===== config.mk =====
export PLATFORM = sky130hd
export DESIGN_NAME = iic_reg_config
export DESIGN_NICKNAME = d
export VERILOG_FILES = /design/src/rtl/iic_reg_config.sv
export SDC_FILE = /design/constraint.sdc
export NUM_CORES = 1
export LEC_CHECK = 0
export ABC_AREA = 0
export CAP_MARGIN = 10
export CORE_MARGIN = 2
export CORE_UTILIZATION = 30
export CTS_BUF_LIST = sky130_fd_sc_hd__clkbuf_4
export DETAILED_ROUTE_END_ITERATION = 7
export DONT_BUFFER_PORTS = 1
export PLACE_DENSITY_LB_ADDON = 0.08
export RECOVER_POWER = 100
export SLEW_MARGIN = 20
export SYNTH_ARGS = -nofsm -noshare
export SYNTH_HDL_FRONTEND = slang
export SYNTH_SLANG_ARGS = --single-unit

===== constraint.sdc =====
create_clock -name i_clk -period 7.31 [get_ports i_clk]
set_clock_uncertainty 0.1 [all_clocks]
set_input_delay 0.731 -clock i_clk [delete_from_list [all_inputs] [get_ports i_clk]]
set_output_delay 0.731 -clock i_clk [all_outputs]
set_load 0.02 [all_outputs]

===== src/rtl/iic_reg_config.sv =====
// iic_reg_config: power-up register-init sequencer feeding iic_interface.
// Walks a registered ROM of {reg_addr, reg_data} entries and issues one IIC
// write per entry, with NACK/timeout retries, in-table ms delays (FExx) and
// an end marker (FFFF).
// Optional feature macro: IIC_CFG_VERIFY_EN (read back and compare every write).
//
// state   | meaning
// --------+-----------------------------------------------------------
// IDLE    | waiting for i_go rising edge (auto-start once after reset)
// PWRUP   | power-up settle time before the first transfer
// MAIN    | set up the bus-switch (iic_main) transfer
// FETCH   | present ROM address, decode the entry on the second cycle
// ISSUE   | one setup cycle, then o_iic_start high for two cycles
// WAIT    | wait for i_iic_finish or timeout
// GAP     | idle time between transfers (also before a retry)
// DELAY   | in-table delay, xx milliseconds
// DONE    | table completed, waiting for i_go
// ERROR   | retries exhausted, waiting for i_go
module iic_reg_config #(
  parameter int ROM_AW      = 8,
  parameter int PWRUP_CYC   = 650000,
  parameter int GAP_CYC     = 6480,
  parameter int MS_CYC      = 64796,
  parameter int RETRY_MAX   = 3,
  parameter int TIMEOUT_CYC = 200000,
  parameter int USE_MAIN    = 0
) (
  input  logic              i_clk,
  input  logic              i_rst_n,
  input  logic              i_go,
  output logic              o_busy,
  output logic              o_done,
  output logic              o_error,
  output logic [ROM_AW-1:0] o_err_index,
  output logic [ROM_AW-1:0] o_rom_addr,
  input  logic [15:0]       i_rom_data,
  output logic              o_iic_start,
  output logic              o_iic_wr_rd_en,
  output logic [7:0]        o_iic_addr,
  output logic [7:0]        o_iic_din,
  output logic              o_iic_main,
  input  logic              i_iic_finish,
  input  logic              i_iic_no_ack,
  input  logic              i_iic_dout_en,
  input  logic [7:0]        i_iic_dout
);

  localparam int M1      = (PWRUP_CYC > GAP_CYC) ? PWRUP_CYC : GAP_CYC;
  localparam int M2      = (MS_CYC > TIMEOUT_CYC) ? MS_CYC : TIMEOUT_CYC;
  localparam int CNT_MAX = (M1 > M2) ? M1 : M2;
  localparam int CW      = $clog2(CNT_MAX + 4);
  localparam int RW      = $clog2(RETRY_MAX + 2);

  typedef enum logic [3:0] {
    S_IDLE, S_PWRUP, S_MAIN, S_FETCH, S_ISSUE,
    S_WAIT, S_GAP, S_DELAY, S_DONE, S_ERROR
  } state_t;

  state_t            state, state_nxt;
  logic [CW-1:0]     cnt, cnt_ld_val;
  logic [ROM_AW-1:0] idx, err_index;
  logic [RW-1:0]     retry_cnt;
  logic [7:0]        ms_left, iic_addr, iic_din;
  logic              go_q, go_pend, main_phase, gap_to_issue;
  logic              go_rise, cnt_zero, idx_last, rom_end, rom_dly, retry_left;
  logic              xfer_ok, xfer_fail, rd_match, need_read, wr_rd;

  assign go_rise    = i_go & ~go_q;
  assign cnt_zero   = (cnt == '0);
  assign idx_last   = &idx;
  assign rom_end    = (i_rom_data == 16'hFFFF);
  assign rom_dly    = (i_rom_data[15:8] == 8'hFE);
  assign retry_left = (retry_cnt < RW'(RETRY_MAX));
  assign xfer_ok    = i_iic_finish & ~i_iic_no_ack & rd_match;
  assign xfer_fail  = (i_iic_finish & ~xfer_ok) | (~i_iic_finish & cnt_zero);

`ifdef IIC_CFG_VERIFY_EN
  logic       rd_phase, rd_seen;
  logic [7:0] rd_data;

  // Alternate write/read-back phases of an entry and capture read data
  always_ff @(posedge i_clk or negedge i_rst_n) begin
    if (!i_rst_n) begin
      rd_phase <= 1'b0;
      rd_seen  <= 1'b0;
      rd_data  <= '0;
    end else begin
      if (state_nxt == S_PWRUP && state != S_PWRUP)
        rd_phase <= 1'b0;
      else if (state == S_WAIT && xfer_ok)
        rd_phase <= ~rd_phase & ~main_phase;
      else if (state == S_WAIT && xfer_fail)
        rd_phase <= 1'b0;
      if (state == S_ISSUE)
        rd_seen <= 1'b0;
      else if (state == S_WAIT && i_iic_dout_en) begin
        rd_seen <= 1'b1;
        rd_data <= i_iic_dout;
      end
    end
  end

  assign rd_match  = ~rd_phase | (i_iic_dout_en ? (i_iic_dout == iic_din)
                                                : (rd_seen && rd_data == iic_din));
  assign need_read = ~rd_phase & ~main_phase;
  assign wr_rd     = rd_phase;
`else
  logic unused_rd;
  assign unused_rd = ^{i_iic_dout_en, i_iic_dout};
  assign rd_match  = 1'b1;
  assign need_read = 1'b0;
  assign wr_rd     = 1'b0;
`endif

  // State register
  always_ff @(posedge i_clk or negedge i_rst_n) begin
    if (!i_rst_n) state <= S_IDLE;
    else          state <= state_nxt;
  end

  // Next-state decode
  always_comb begin
    state_nxt = state;
    case (state)
      S_IDLE:  if (go_pend || go_rise) state_nxt = S_PWRUP;
      S_PWRUP: if (cnt_zero) state_nxt = (USE_MAIN != 0) ? S_MAIN : S_FETCH;
      S_MAIN:  state_nxt = S_ISSUE;
      S_FETCH: if (cnt_zero) begin
        if (rom_end)                     state_nxt = S_DONE;
        else if (!rom_dly)               state_nxt = S_ISSUE;
        else if (i_rom_data[7:0] != '0)  state_nxt = S_DELAY;
        else if (idx_last)               state_nxt = S_DONE;
        else                             state_nxt = S_FETCH;
      end
      S_ISSUE: if (cnt_zero) state_nxt = S_WAIT;
      S_WAIT: begin
        if (xfer_ok)
          state_nxt = (idx_last && !main_phase && !need_read) ? S_DONE : S_GAP;
        else if (xfer_fail)
          state_nxt = retry_left ? S_GAP : S_ERROR;
      end
      S_GAP:   if (cnt_zero) state_nxt = gap_to_issue ? S_ISSUE : S_FETCH;
      S_DELAY: if (cnt_zero && ms_left <= 8'd1) state_nxt = idx_last ? S_DONE : S_FETCH;
      S_DONE, S_ERROR: if (go_rise) state_nxt = S_PWRUP;
      default: state_nxt = S_IDLE;
    endcase
  end

  // Down-counter reload value for the state being entered
  always_comb begin
    cnt_ld_val = '0;
    case (state_nxt)
      S_PWRUP: cnt_ld_val = CW'(PWRUP_CYC - 1);
      S_FETCH: cnt_ld_val = CW'(1);
      S_ISSUE: cnt_ld_val = CW'(2);
      S_WAIT:  cnt_ld_val = CW'(TIMEOUT_CYC - 1);
      S_GAP:   cnt_ld_val = CW'(GAP_CYC - 1);
      S_DELAY: cnt_ld_val = CW'(MS_CYC - 1);
      default: cnt_ld_val = '0;
    endcase
  end

  // Shared down-counter; FETCH and DELAY can re-enter themselves, so reload there too
  always_ff @(posedge i_clk or negedge i_rst_n) begin
    if (!i_rst_n)
      cnt <= '0;
    else if (state_nxt != state || ((state == S_FETCH || state == S_DELAY) && cnt_zero))
      cnt <= cnt_ld_val;
    else if (!cnt_zero)
      cnt <= cnt - CW'(1);
  end

  // Table index, retry bookkeeping and transfer fields
  always_ff @(posedge i_clk or negedge i_rst_n) begin
    if (!i_rst_n) begin
      go_q         <= 1'b0;
      go_pend      <= 1'b1;
      idx          <= '0;
      err_index    <= '0;
      retry_cnt    <= '0;
      ms_left      <= '0;
      iic_addr     <= '0;
      iic_din      <= '0;
      main_phase   <= 1'b0;
      gap_to_issue <= 1'b0;
    end else begin
      go_q <= i_go;
      if (state_nxt == S_PWRUP && state != S_PWRUP) begin
        go_pend      <= 1'b0;
        idx          <= '0;
        retry_cnt    <= '0;
        main_phase   <= 1'b0;
        gap_to_issue <= 1'b0;
      end
      case (state)
        S_MAIN: begin
          main_phase <= 1'b1;
          iic_addr   <= '0;
          iic_din    <= '0;
        end
        S_FETCH: if (cnt_zero && !rom_end) begin
          if (rom_dly) begin
            ms_left <= i_rom_data[7:0];
            if (i_rom_data[7:0] == '0) idx <= idx + ROM_AW'(1);
          end else begin
            iic_addr <= i_rom_data[15:8];
            iic_din  <= i_rom_data[7:0];
          end
        end
        S_WAIT: begin
          if (xfer_ok) begin
            retry_cnt <= '0;
            if (main_phase) begin
              main_phase   <= 1'b0;
              gap_to_issue <= 1'b0;
            end else if (need_read) begin
              gap_to_issue <= 1'b1;
            end else begin
              idx          <= idx + ROM_AW'(1);
              gap_to_issue <= 1'b0;
            end
          end else if (xfer_fail) begin
            if (retry_left) begin
              retry_cnt    <= retry_cnt + RW'(1);
              gap_to_issue <= 1'b1;
            end else begin
              err_index  <= idx;
              main_phase <= 1'b0;
            end
          end
        end
        S_DELAY: if (cnt_zero) begin
          if (ms_left <= 8'd1) idx <= idx + ROM_AW'(1);
          else                 ms_left <= ms_left - 8'd1;
        end
        default: ;
      endcase
    end
  end

  // Output decode
  always_comb begin
    o_busy         = !(state == S_IDLE || state == S_DONE || state == S_ERROR);
    o_done         = (state == S_DONE);
    o_error        = (state == S_ERROR);
    o_err_index    = err_index;
    o_rom_addr     = idx;
    o_iic_start    = (state == S_ISSUE) && (cnt != CW'(2));
    o_iic_wr_rd_en = wr_rd;
    o_iic_addr     = iic_addr;
    o_iic_din      = iic_din;
    o_iic_main     = main_phase;
  end

endmodule


# Yosys cells after proc, flatten, opt, wreduce, memory -nomap -nowiden
# Index checks and enable logic that the tools add are counted.
[totals]
register_bits = 71
in_bits = 30
output_inout_bits = 38
elab_cells = 135
[op_classes]
addsub = 4
order_cmp = 2
eq_ne = 26
muxes = 56
bitwise_logic = 10
n_reduce_logical = 25
[op_table]
columns = ["cell", "n"]
rows = [
  ["8-bit two-way mux", 16],
  ["20-bit one-hot mux with 6 select lines", 1],
  ["4-bit two-way mux", 15],
  ["8-bit one-hot mux with 2 select lines", 3],
  ["20-bit two-way mux", 2],
  ["4-bit one-hot mux with 9 select lines", 1],
  ["4-bit by 3-bit equality test with 1-bit output, second input constant", 8],
  ["8-bit one-hot mux with 3 select lines", 1],
  ["20-bit logical NOT", 1],
  ["20-bit by 2-bit != test with 1-bit output, second input constant", 1],
  ["20-bit by 1-bit subtractor with 20-bit output, second input constant", 1],
  ["3-bit two-way mux", 6],
  ["16-bit equality test, second input constant", 1],
  ["4-bit by 2-bit equality test with 1-bit output, second input constant", 3],
  ["1-bit two-way mux", 10],
  ["8-bit by 1-bit adder with 8-bit output, second input constant", 1],
  ["4-bit by 1-bit equality test with 1-bit output, second input constant", 2],
  ["4-bit equality test, second input constant", 2],
  ["8-bit equality test, second input constant", 1],
  ["8-bit by 1-bit less-or-equal comparator with 1-bit output, second input constant", 1],
  ["8-bit logical NOT", 1],
  ["2-bit != test, second input constant", 4],
  ["8-bit AND reduction", 1],
  ["8-bit nonzero test", 1],
  ["19 further kinds", 39],
]

# Depth between registers and ports, before layout
# Gate-level depths: netlist (run 1).
[depth]
ltp_word = 15
ltp_mapped = 14

# Worst setup path after synthesis (run 1)
# OpenSTA, ideal clock, no wires.
[synth_path]
kind = "register to register"
from = "register idx[0] (netlist: o_rom_addr[0])"
to = "register cnt[19]"
arrival_ps = 2833
t_required_ps = 7090
path_slack_ps = 4257
stages_incl_launch_ff = 13
path_buffers = 2
synth_period_minus_slack_ps = 3053
cell_sequence = "dfrtp_1 -> ha_1 -> nand4_1 -> or2_2 -> o21ai_0 -> a21oi_2 -> nor4_4 -> mux2i_1 -> o2111ai_2 -> buf_6 -> buf_6 -> nor2_1 -> nor2_1"
[synth_between]
elab_chain_cells = 10
word_cells_on_any_way = 22
classes_between = "8 x eq/ne; 11 x mux; 3 x reduce/logical"
[synth_lines]
columns = ["element", "line", "rtl"]
rows = [
  ["from (decl)", "61", "logic [ROM_AW-1:0] idx, err_index;"],
  ["from (signal assigned)", "204", "if (i_rom_data[7:0] == '0) idx <= idx + ROM_AW'(1);"],
  ["from (signal assigned)", "219", "idx <= idx + ROM_AW'(1);"],
  ["from (signal assigned)", "233", "if (ms_left <= 8'd1) idx <= idx + ROM_AW'(1);"],
  ["8-bit AND reduction (*)", "70", "assign idx_last = &idx;"],
  ["4-bit two-way mux", "132, 143", ""],
  ["4-bit two-way mux", "131", "else if (i_rom_data[7:0] != '0) state_nxt = S_DELAY;"],
  ["4-bit two-way mux", "130", "else if (!rom_dly) state_nxt = S_ISSUE;"],
  ["4-bit two-way mux", "129", "if (rom_end) state_nxt = S_DONE;"],
  ["4-bit two-way mux", "128", "S_FETCH: if (cnt_zero) begin"],
  ["4-bit one-hot mux with 9 select lines (*)", "124", "case (state)"],
  ["4-bit by 3-bit equality test with 1-bit output (tied with other cells)", "152", "case (state_nxt)"],
  ["20-bit one-hot mux with 6 select lines / 1-bit logical OR (equally long branches)", "152, 167", ""],
  ["20-bit two-way mux / 2-bit by 1-bit != test with 1-bit output (equally long branches)", "--", ""],
  ["to (signal assigned)", "168", "cnt <= cnt_ld_val;"],
  ["to (signal assigned)", "170", "cnt <= cnt - CW'(1);"],
  ["to (decl)", "60", "logic [CW-1:0] cnt, cnt_ld_val;"],
]
# Every way passes the cells marked *; elsewhere a longest branch is shown, timed or not.
# A chain may end at the register's enable or synchronous reset.

# Worst setup path in the final report (run 1)
[layout_path]
from = "register idx[0] (netlist: o_rom_addr[0])"
to = "register cnt[13]"
# Same word-level chain as after synthesis.

==> flow_summary.ini, run 1 <==
[outcome]
status = finished with violations
failed_checks = capacitance limit, slew limit

[yosys]
ys_seq_elements = 71
postSynthCellCount = 450
netlist-cell-type-count = 67
ys_warn_count = 0
mean_syn_cell_area_um2 = 9.21
post_synthesis_sequential_area_ratio_pct = 42.9
edff_count_synth = 0
largest_area_contributor_in_the_synthesized_netlist = dfrtp_1
synth.area.top_cells = dfrtp_1 42%, o21ai_0 4.2%, nor2_1 4.2%, a22o_1 3.8%, a21oi_1 3.1%
yosys_most_used_dff = dfrtp_1
async_reset_ff_share_pct = 100
synth.top_cell.area_share_pct = 42.3
mappedNetlistNets = 486
syn-cell-area_mm2 = 0.00414

[die]
initial_core_util_pct = 31.0
area_enclosed_by_the_die_boundary_mm2 = 0.0148
chipWidth_um = 122
core_area_mm2 = 0.0133
die_h_um = 122
fp-row-count = 42
io_pins = 68

[worst_setup_path]
timing.critical_path.cells = ha_1, nand4_1, or2_2, o21ai_0, a21oi_2, nor4_1, mux2i_1, o2111ai_1, nand2b_1, o21ai_0
worst_path_dominant_cell_family = simple AND/OR/NAND/NOR gates
worst_setup_path_end_kind = register
cp_slowest_stage_delay_ns = 0.89
timing.critical_path.arrival_ns = 5.16
r2r_start = o_rom_addr[0]$_DFF_PN0_
timing.critical_path.from = o_rom_addr[0]$_DFF_PN0_
worst-path-max-fanout = 20
cp-start-kind = register
worstSetupPathDepth = 10
required_ns = 7.60
setup.worst_path.end = cnt[13]$_DFFE_PN0P_
r2r_cells = 10
cp_slowest_cell = nor4_1
critical_path_buf_inv_count = 0
crit-reg2reg-capture = cnt[13]$_DFFE_PN0P_
timing.reg2reg.setup_slack_ns = 2.44
timing.setup.critical_path_class = reg2reg
critical_path.most_common_cell = o21ai_0

[global_routing]
track_usage_pct = 16.6
grt_overflow_total = 0
grt_pass1_vias = 3389
grt_first_pass_wirelength_mm = 18.8
grt_max_degree = 72
antenna_found_initial = 1

[detailed_routing]
highest_routed_layer = met4
met3_wirelength_um = 780
drtPass1Iterations = 4
drtAntennaViolNets = 0
post-route-drc-count = 0
dr_wl_met2_mm = 5.03
drt-wirelength-per-cell_um = 18.4
drt_iter0_drc = 233
routed_wirelength_mm = 11.5
via_per_inst = 5.50
total_vias_in_the_final_route = 3446
routedLengthMet1_mm = 5.51

[cells_and_area]
fin_nets = 481
layout.cells.most_common_list = 70 x dfrtp_1, 46 x nor2_1, 35 x o21ai_0
layout_commonest_cell = dfrtp_1
final_layout_size_suffix_gt1_share_pct = 7.33
post-route-cell-area_mm2 = 0.00437
flow.area_growth_from_synthesis_pct = 5.46

[timing]
finalSetupViolCount = 0
fin_setup_tns_ns = 0
max_clock_freq_mhz = 205
hold_violations = 0
final.period_utilization_pct = 66.6
timing.slew.headroom_pct = -162
tightest_slew_ns = 3.93
setup_slack_ns = 2.44
min_period_ns = 4.87
rsz0062_at_grt = false
final-max-slew-violation-count = 93

[worst_hold_path]
timing.hold.worst.start = i_go
worst_hold_path_type = in2reg

[clock_network]
cts.sinks = 71
cts_tree = yes
cts.repair.resized = 0
clkTransAtPathRegs_ns = 0.12
cts-root-buf = clkbuf_4
max-clock-path-buffers = 2
cts.htree.levels = 3
clkLatencyLatePin_ns = 0.48
cts_buffers = 9

[pwr]
finalPower_uw = 1620
power_per_cell_area_mw_per_mm2 = 370
irDropWorstVdd_uv = 130
p_leak_uw = 0.00180

[placed_design]
post_dp_cell_area_mm2 = 0.00428
gpl.final_weighted_congestion = 0.826
io_buffer_count = 0
detailedPlacementHpwl_mm = 8.08
post-place-ws_ns = 3.10

[job]
max_cap_viol_count = 2
## routing by layer
layer / up-vias / global-route usage [%]
met4: 0 / 5.68
li1: 1646 / -
met3: 15 / 5.43
met5: - / 0
met1: 1679 / 22.6
met2: 106 / 24.7
## per-stage QoR
stage	std cells	hold WS [ns]	utilization, %
6_report	627	0.185	32.7
5_1_grt	627	0.156	32.7
4_1_cts	626	0.0208	33.5
3_5_place_dp	609	0.338	32.1
3_3_place_gp	609	0.338	32.1
2_1_floorplan	450	0.335	-
## area by class of cell
| class | instances | area [µm²] |
|---|---|---|
| flip-flops and latches | 71 | 1780 |
| repair buffers | 4 | 18.8 |
| clock inverters | 7 | 87.6 |
| clock buffers | 9 | 67.6 |
| multi-input cells | 342 | 2130 |
| inverters | 17 | 63.8 |
| well taps | 176 | 220 |
| fillers | 1434 | 8980 |
| diodes | 1 | 2.50 |
## cell usage after synthesis, drive strengths merged (6+ instances only)
master,n
o21ai,35
mux2,6
nand3,22
xor2,9
nor2,46
inv,17
nand4,7
a22o,18
nand2,30
a22oi,6
nand2b,10
xnor2,10
buf,9
dfrtp,70
clkbuf,11
nor3,26
nor4,13
a21oi,28
ha,6
or3,8
## state kept, by name, indices dropped and copies added, names as in the netlist, 3 cells and up
signal	count
cnt	20
o_iic_din	8
state	4
ms_left	8
retry_cnt	3
o_err_index	8
o_rom_addr	8
o_iic_addr	8
## logic make-up after synthesis
| logic type | share of synthesized area (%) |
|---|---|
| mux | 1.96 |
| buf+inv | 4.05 |
| flops | 42.9 |
| other cells | 0.0905 |
| simple gates | 24.7 |
| compound gates | 20.5 |
| fa+ha+maj | 1.81 |
| xor+xnor | 4.02 |
## report_power, final
group / total [µW] / internal (µW) / switching (µW)
Clock: 294 / 135 / 158
Sequential: 670 / 496 / 174
Combinational: 653 / 235 / 419
## repair_timing
| action | in CTS | in global routing |
|---|---|---|
| hold buffers | 1 | 0 |
| buffers inserted | 0 | 0 |
| hold endpoints to repair | 71 | 0 |
## worst min-delay path by stage
stage                                           to  slack [ns]  cells after the start
after detailed placement  o_iic_din[2]$_DFFE_PN0P_        0.34                      0
after floorplan                 cnt[0]$_DFFE_PN0P_        0.34                      0
after CTS                   ms_left[7]$_DFFE_PN0P_        0.02                      1
after global placement    o_iic_din[4]$_DFFE_PN0P_        0.34                      0
final                               go_q$_DFF_PN0_        0.19                      0
after global routing                go_q$_DFF_PN0_        0.16                      0
## worst register-to-register path: stages, from the launching register on
cell and delay [ns]:
dfrtp_1 0.58, ha_1 0.39, nand4_1 0.19, or2_2 0.38, o21ai_0 0.27, a21oi_2 0.12, nor4_1 0.89, mux2i_1 0.27
o2111ai_1 0.73, nand2b_1 0.62, o21ai_0 0.25
Note: power is estimated with default switching activity, not from simulation.
==> inputs of run 2 (changes only) <==
==> constraint.sdc (replaced) <==
create_clock -name i_clk -period 4.2 [get_ports i_clk]
set_clock_uncertainty 0.1 [all_clocks]
set_input_delay 0.42 -clock i_clk [delete_from_list [all_inputs] [get_ports i_clk]]
set_output_delay 0.42 -clock i_clk [all_outputs]
set_load 0.02 [all_outputs]
==> flow_summary.ini, run 2 (same netlist as run 1, synthesis figures left out) <==
[outcome]
status = finished with violations
failed_checks = capacitance limit, slew limit

[die]
io_pins = 68
core_area_mm2 = 0.0133
fp-row-count = 42
initial_core_util_pct = 31.0
area_enclosed_by_the_die_boundary_mm2 = 0.0148
chipWidth_um = 122
die_h_um = 122

[detailed_routing]
drtPass1Iterations = 4
post-route-drc-count = 0
via_per_inst = 5.44
routed_wirelength_mm = 11.8
drt-wirelength-per-cell_um = 18.2
drt_iter0_drc = 244
drtAntennaViolNets = 0
total_vias_in_the_final_route = 3541

[placed_design]
io_buffer_count = 0
placed_cells = 614
detailedPlacementHpwl_mm = 8.23
gpl.final_weighted_congestion = 0.845

[cells_and_area]
fillers = 1412
fin_nets = 504
max_flop_register = cnt
post_layout_nonfiller_instances = 651
flow.area_growth_from_synthesis_pct = 11.9
largest_reg_flops = 20
utilization_pct = 34.7
layout_commonest_cell = dfrtp_1
layout.cells.most_common_list = 70 x dfrtp_1, 46 x nor2_1, 35 x o21ai_0
final_layout_size_suffix_gt1_share_pct = 8.46

[worst_setup_path]
timing.reg2reg.setup_slack_ns = 0.48
crit-reg2reg-capture = cnt[9]$_DFFE_PN0P_
r2r_start = o_rom_addr[0]$_DFF_PN0_
cp-start-kind = register
required_ns = 4.49
worst_setup_path_end_kind = register
r2r_cells = 11
timing.setup.critical_path_class = reg2reg
worst-path-max-fanout = 12
timing.critical_path.arrival_ns = 4.01

[worst_hold_path]
worst_hold_path_type = in2reg
holdPathStages = 2
whs_endpoint = ms_left[4]$_DFFE_PN0P_
timing.hold.worst.start = i_rom_data[4]

[clock_network]
clkLatencyLatePin_ns = 0.49
cts-root-buf = clkbuf_4
cts.htree.levels = 3
cts_buffers = 9
max-clock-path-buffers = 2
cts.sinks = 71
cts_tree = yes
clkTransAtPathRegs_ns = 0.14

[timing]
hold_violations = 0
hold-worst-slack_ns = 0.0593
rsz0062_at_grt = false
finalSetupViolCount = 0
timing.slew.headroom_pct = -24.4
min_period_ns = 3.72
final-max-slew-violation-count = 72
fin_setup_tns_ns = 0
tightest_slew_ns = 1.87
final.period_utilization_pct = 88.6
max_clock_freq_mhz = 269

[global_routing]
grt_overflow_total = 0
antenna_found_initial = 2
grt_max_degree = 72
grt_pass1_vias = 3517
grt_first_pass_wirelength_mm = 19.1
track_usage_pct = 16.9

[pwr]
irDropWorstVdd_uv = 227
power_per_cell_area_mw_per_mm2 = 625
p_leak_uw = 0.00192
finalPower_uw = 2900

[job]
max_cap_viol_count = 1
run 2: worst max-delay path: stages, from the launching register on:
cell       delay (ns)
dfrtp_1          0.60
ha_1             0.40
nand4_1          0.21
or2_2            0.36
o21ai_0          0.18
a21oi_1          0.14
or2_0            0.37
o311a_1          0.39
o2111ai_2        0.17
clkbuf_1         0.48
o21a_1           0.20
nor2_1           0.04
run 2: cell type report:
| cell class | instances | area (µm²) | area share, % |
|---|---|---|---|
| multi-input cells | 342 | 2180 | 47.0 |
| flip-flops and latches | 71 | 1780 | 38.4 |
| repair buffers | 27 | 230 | 4.97 |
| well taps | 176 | 220 | 4.75 |
| clock inverters | 6 | 85.1 | 1.84 |
| clock buffers | 10 | 75.1 | 1.62 |
| inverters | 17 | 63.8 | 1.38 |
| diodes | 2 | 5.00 | 0.108 |
run 2: how the worst max path moves through the flow:
stage,from,to,slack (ns),cells after the start
after detailed placement,o_rom_addr[1]$_DFF_PN0_,cnt[14]$_DFFE_PN0P_,0.62,10
after floorplan,o_rom_addr[0]$_DFF_PN0_,cnt[19]$_DFFE_PN0P_,1.15,12
after global placement,o_rom_addr[0]$_DFF_PN0_,o_rom_addr[6]$_DFF_PN0_,0.69,10
final,o_rom_addr[0]$_DFF_PN0_,cnt[9]$_DFFE_PN0P_,0.48,11
after CTS,o_rom_addr[0]$_DFF_PN0_,cnt[11]$_DFFE_PN0P_,0.57,10
after global routing,o_rom_addr[0]$_DFF_PN0_,cnt[2]$_DFFE_PN0P_,0.13,11
run 2: timing repair:
| item | 4_1_cts | 5_1_grt |
|---|---|---|
| buffers inserted | 0 | 0 |
| hold buffers | 19 | 0 |
| gates resized for setup | 0 | 0 |
| setup endpoints to repair | 0 | 0 |
| endpoints found under the hold margin | 92 | 0 |
run 2: routing by layer:
layer / track usage, % / routed length (µm)
met4: 5.53 / 176
met3: 5.81 / 795
met1: 23.3 / 5670
met5: 0 / 0
met2: 24.8 / 5180
run 2: per-stage QoR:
step           instance area, µm²  setup slack, ns
2_1_floorplan                4140             1.15
3_3_place_gp                 4320            0.685
3_5_place_dp                 4320            0.616
4_1_cts                      4690            0.573
5_1_grt                      4640            0.135
6_report                     4640            0.480
run 2: report_power, final:
group | internal (µW) | switching, µW
clock | 246 | 275
combinational | 456 | 753
sequential | 863 | 305
==> inputs of run 3 (changes only) <==
==> constraint.sdc (replaced) <==
create_clock -name i_clk -period 3.3 [get_ports i_clk]
set_clock_uncertainty 0.1 [all_clocks]
set_input_delay 0.33 -clock i_clk [delete_from_list [all_inputs] [get_ports i_clk]]
set_output_delay 0.33 -clock i_clk [all_outputs]
set_load 0.02 [all_outputs]
==> flow_summary.ini, run 3 (same netlist as run 1, synthesis figures left out) <==
[timing]
fin_setup_tns_ns = 0
timing.slew.headroom_pct = -25.7
hold_violations = 0
rsz0062_at_grt = false
final.period_utilization_pct = 94.3
final-max-slew-violation-count = 72
max_clock_freq_mhz = 321
tightest_slew_ns = 1.89
min_period_ns = 3.11
setup_slack_ns = 0.189
finalSetupViolCount = 0

[clock_network]
cts-root-buf = clkbuf_4
cts_tree = yes
clkLatencyLatePin_ns = 0.47
clkTransAtPathRegs_ns = 0.13
cts_buffers = 9
cts.sinks = 71
cts_setup_buffers = 0
max-clock-path-buffers = 2
cts.htree.levels = 3

[worst_setup_path]
required_ns = 3.54
crit-reg2reg-capture = cnt[15]$_DFFE_PN0P_
worstSetupPathDepth = 10
worst_setup_path_end_kind = register
timing.critical_path.cells = nor2_1, nand4_4, a2111oi_0, nand3b_1, o2111ai_1, o311a_1, o2111ai_2, buf_4, o211ai_1, o21ai_0
cp-start-kind = register
r2r_cells = 10
r2r_start = cnt[3]$_DFFE_PN0P_
worst_path_dominant_cell_family = compound AO/OA/AOI/OAI gates
timing.reg2reg.setup_slack_ns = 0.19
timing.setup.critical_path_class = reg2reg
cp_slowest_cell = a2111oi_0
worst-path-max-fanout = 5
cp_slowest_stage_delay_ns = 0.59
timing.critical_path.arrival_ns = 3.35
timing.critical_path.from = cnt[3]$_DFFE_PN0P_
critical_path_buf_inv_count = 1

[global_routing]
grt_pass1_vias = 3689
grt_overflow_total = 0
antenna_found_initial = 1
track_usage_pct = 17.4
grt_first_pass_wirelength_mm = 19.8
grt_max_degree = 72

[cells_and_area]
layout_commonest_cell = dfrtp_1
final_layout_size_suffix_gt1_share_pct = 13.6
seqCellArea_mm2 = 0.00178
flow.area_growth_from_synthesis_pct = 16.9
area_occupied_by_multi_input_gates_mm2 = 0.00223
post-route-cell-area_mm2 = 0.00484
largest_reg_flops = 20
fillers = 1416
layout.cells.most_common_list = 70 x dfrtp_1, 46 x nor2_1, 35 x o21ai_0
post_layout_nonfiller_instances = 671
fin_nets = 526
max_flop_register = cnt

[die]
initial_core_util_pct = 31.0
area_enclosed_by_the_die_boundary_mm2 = 0.0148
core_area_mm2 = 0.0133
io_pins = 68
fp-row-count = 42
die_h_um = 122
chipWidth_um = 122

[placed_design]
post-place-ws_ns = 0.176
post_dp_cell_area_mm2 = 0.00449
io_buffer_count = 0
gpl.final_weighted_congestion = 0.860
placed_cells = 637
detailedPlacementHpwl_mm = 8.66

[pwr]
p_leak_uw = 0.00205
power_per_cell_area_mw_per_mm2 = 808
irDropWorstVdd_uv = 239
finalPower_uw = 3910

[worst_hold_path]
worst_hold_path_type = in2reg
timing.hold.worst.start = i_rom_data[7]
whs_endpoint = ms_left[7]$_DFFE_PN0P_
holdPathStages = 3

[detailed_routing]
post-route-drc-count = 0
drt-wirelength-per-cell_um = 18.1
drtPass1Iterations = 4
routed_wirelength_mm = 12.2
total_vias_in_the_final_route = 3628
via_per_inst = 5.41
drtAntennaViolNets = 0
drt_iter0_drc = 201

[job]
max_cap_viol_count = 1

[outcome]
status = finished with violations
failed_checks = capacitance limit, slew limit
run 3: cell count changes in the layout (fill, tap and decap cells not counted), moves of 2 or more:
cell	delta
buf_4	+16
nor3_1	-3
clkbuf_1	+5
nor3_2	+2
or2_0	-2
nand2b_1	-2
nand2b_2	+2
run 3: area by class of cell:
| class | instances | share of cell area [%] |
|---|---|---|
| multi-input combinational | 342 | 46.0 |
| sequential | 71 | 36.7 |
| timing repair buffer | 49 | 7.72 |
| tap | 176 | 4.55 |
| clock inverter | 6 | 2.27 |
| clock buffer | 9 | 1.39 |
| inverter | 17 | 1.32 |
| antenna | 1 | 0.0517 |
run 3: what timing repair did:
item | 4_1_cts | 5_1_grt
endpoints found under the hold margin | 95 | 0
endpoints found under the setup margin | 0 | 13
gates resized for setup | 0 | 7
hold buffers | 19 | 0
run 3: worst min-delay path, stage by stage:
cell	delay, ns
nor2_1	0.02
a41oi_1	0.15
o22a_1	0.14
run 3: routing by layer:
layer | track usage [%] | wire length, µm | vias up
met1 | 23.3 | 5820 | 1779
met4 | 5.53 | 223 | 0
met3 | 5.95 | 685 | 17
met2 | 26.5 | 5420 | 89
li1 | - | - | 1743
met5 | 0 | 0 | -
run 3: how the worst max path moves through the flow:
stage	end	slack [ns]
6_report	cnt[15]$_DFFE_PN0P_	0.19
5_1_grt	cnt[15]$_DFFE_PN0P_	0.02
4_1_cts	o_iic_main$_DFF_PN0_	0.15
3_5_place_dp	cnt[8]$_DFFE_PN0P_	0.18
3_3_place_gp	cnt[4]$_DFFE_PN0P_	0.19
2_1_floorplan	cnt[19]$_DFFE_PN0P_	0.25
run 3: report_power, final:
group          switching (µW)  total, µW  leakage (µW)  internal, µW
Clock                     347        725     0.0000896           377
Sequential                357       1460      0.000948          1100
Combinational            1040       1730       0.00101           694
run 3: stage by stage:
step	hold slack (ns)	utilization (%)
2_1_floorplan	-0.0656	-
3_3_place_gp	-0.0631	33.7
3_5_place_dp	-0.0628	33.7
4_1_cts	0.0640	36.5
5_1_grt	0.0900	36.3
6_report	0.105	36.3
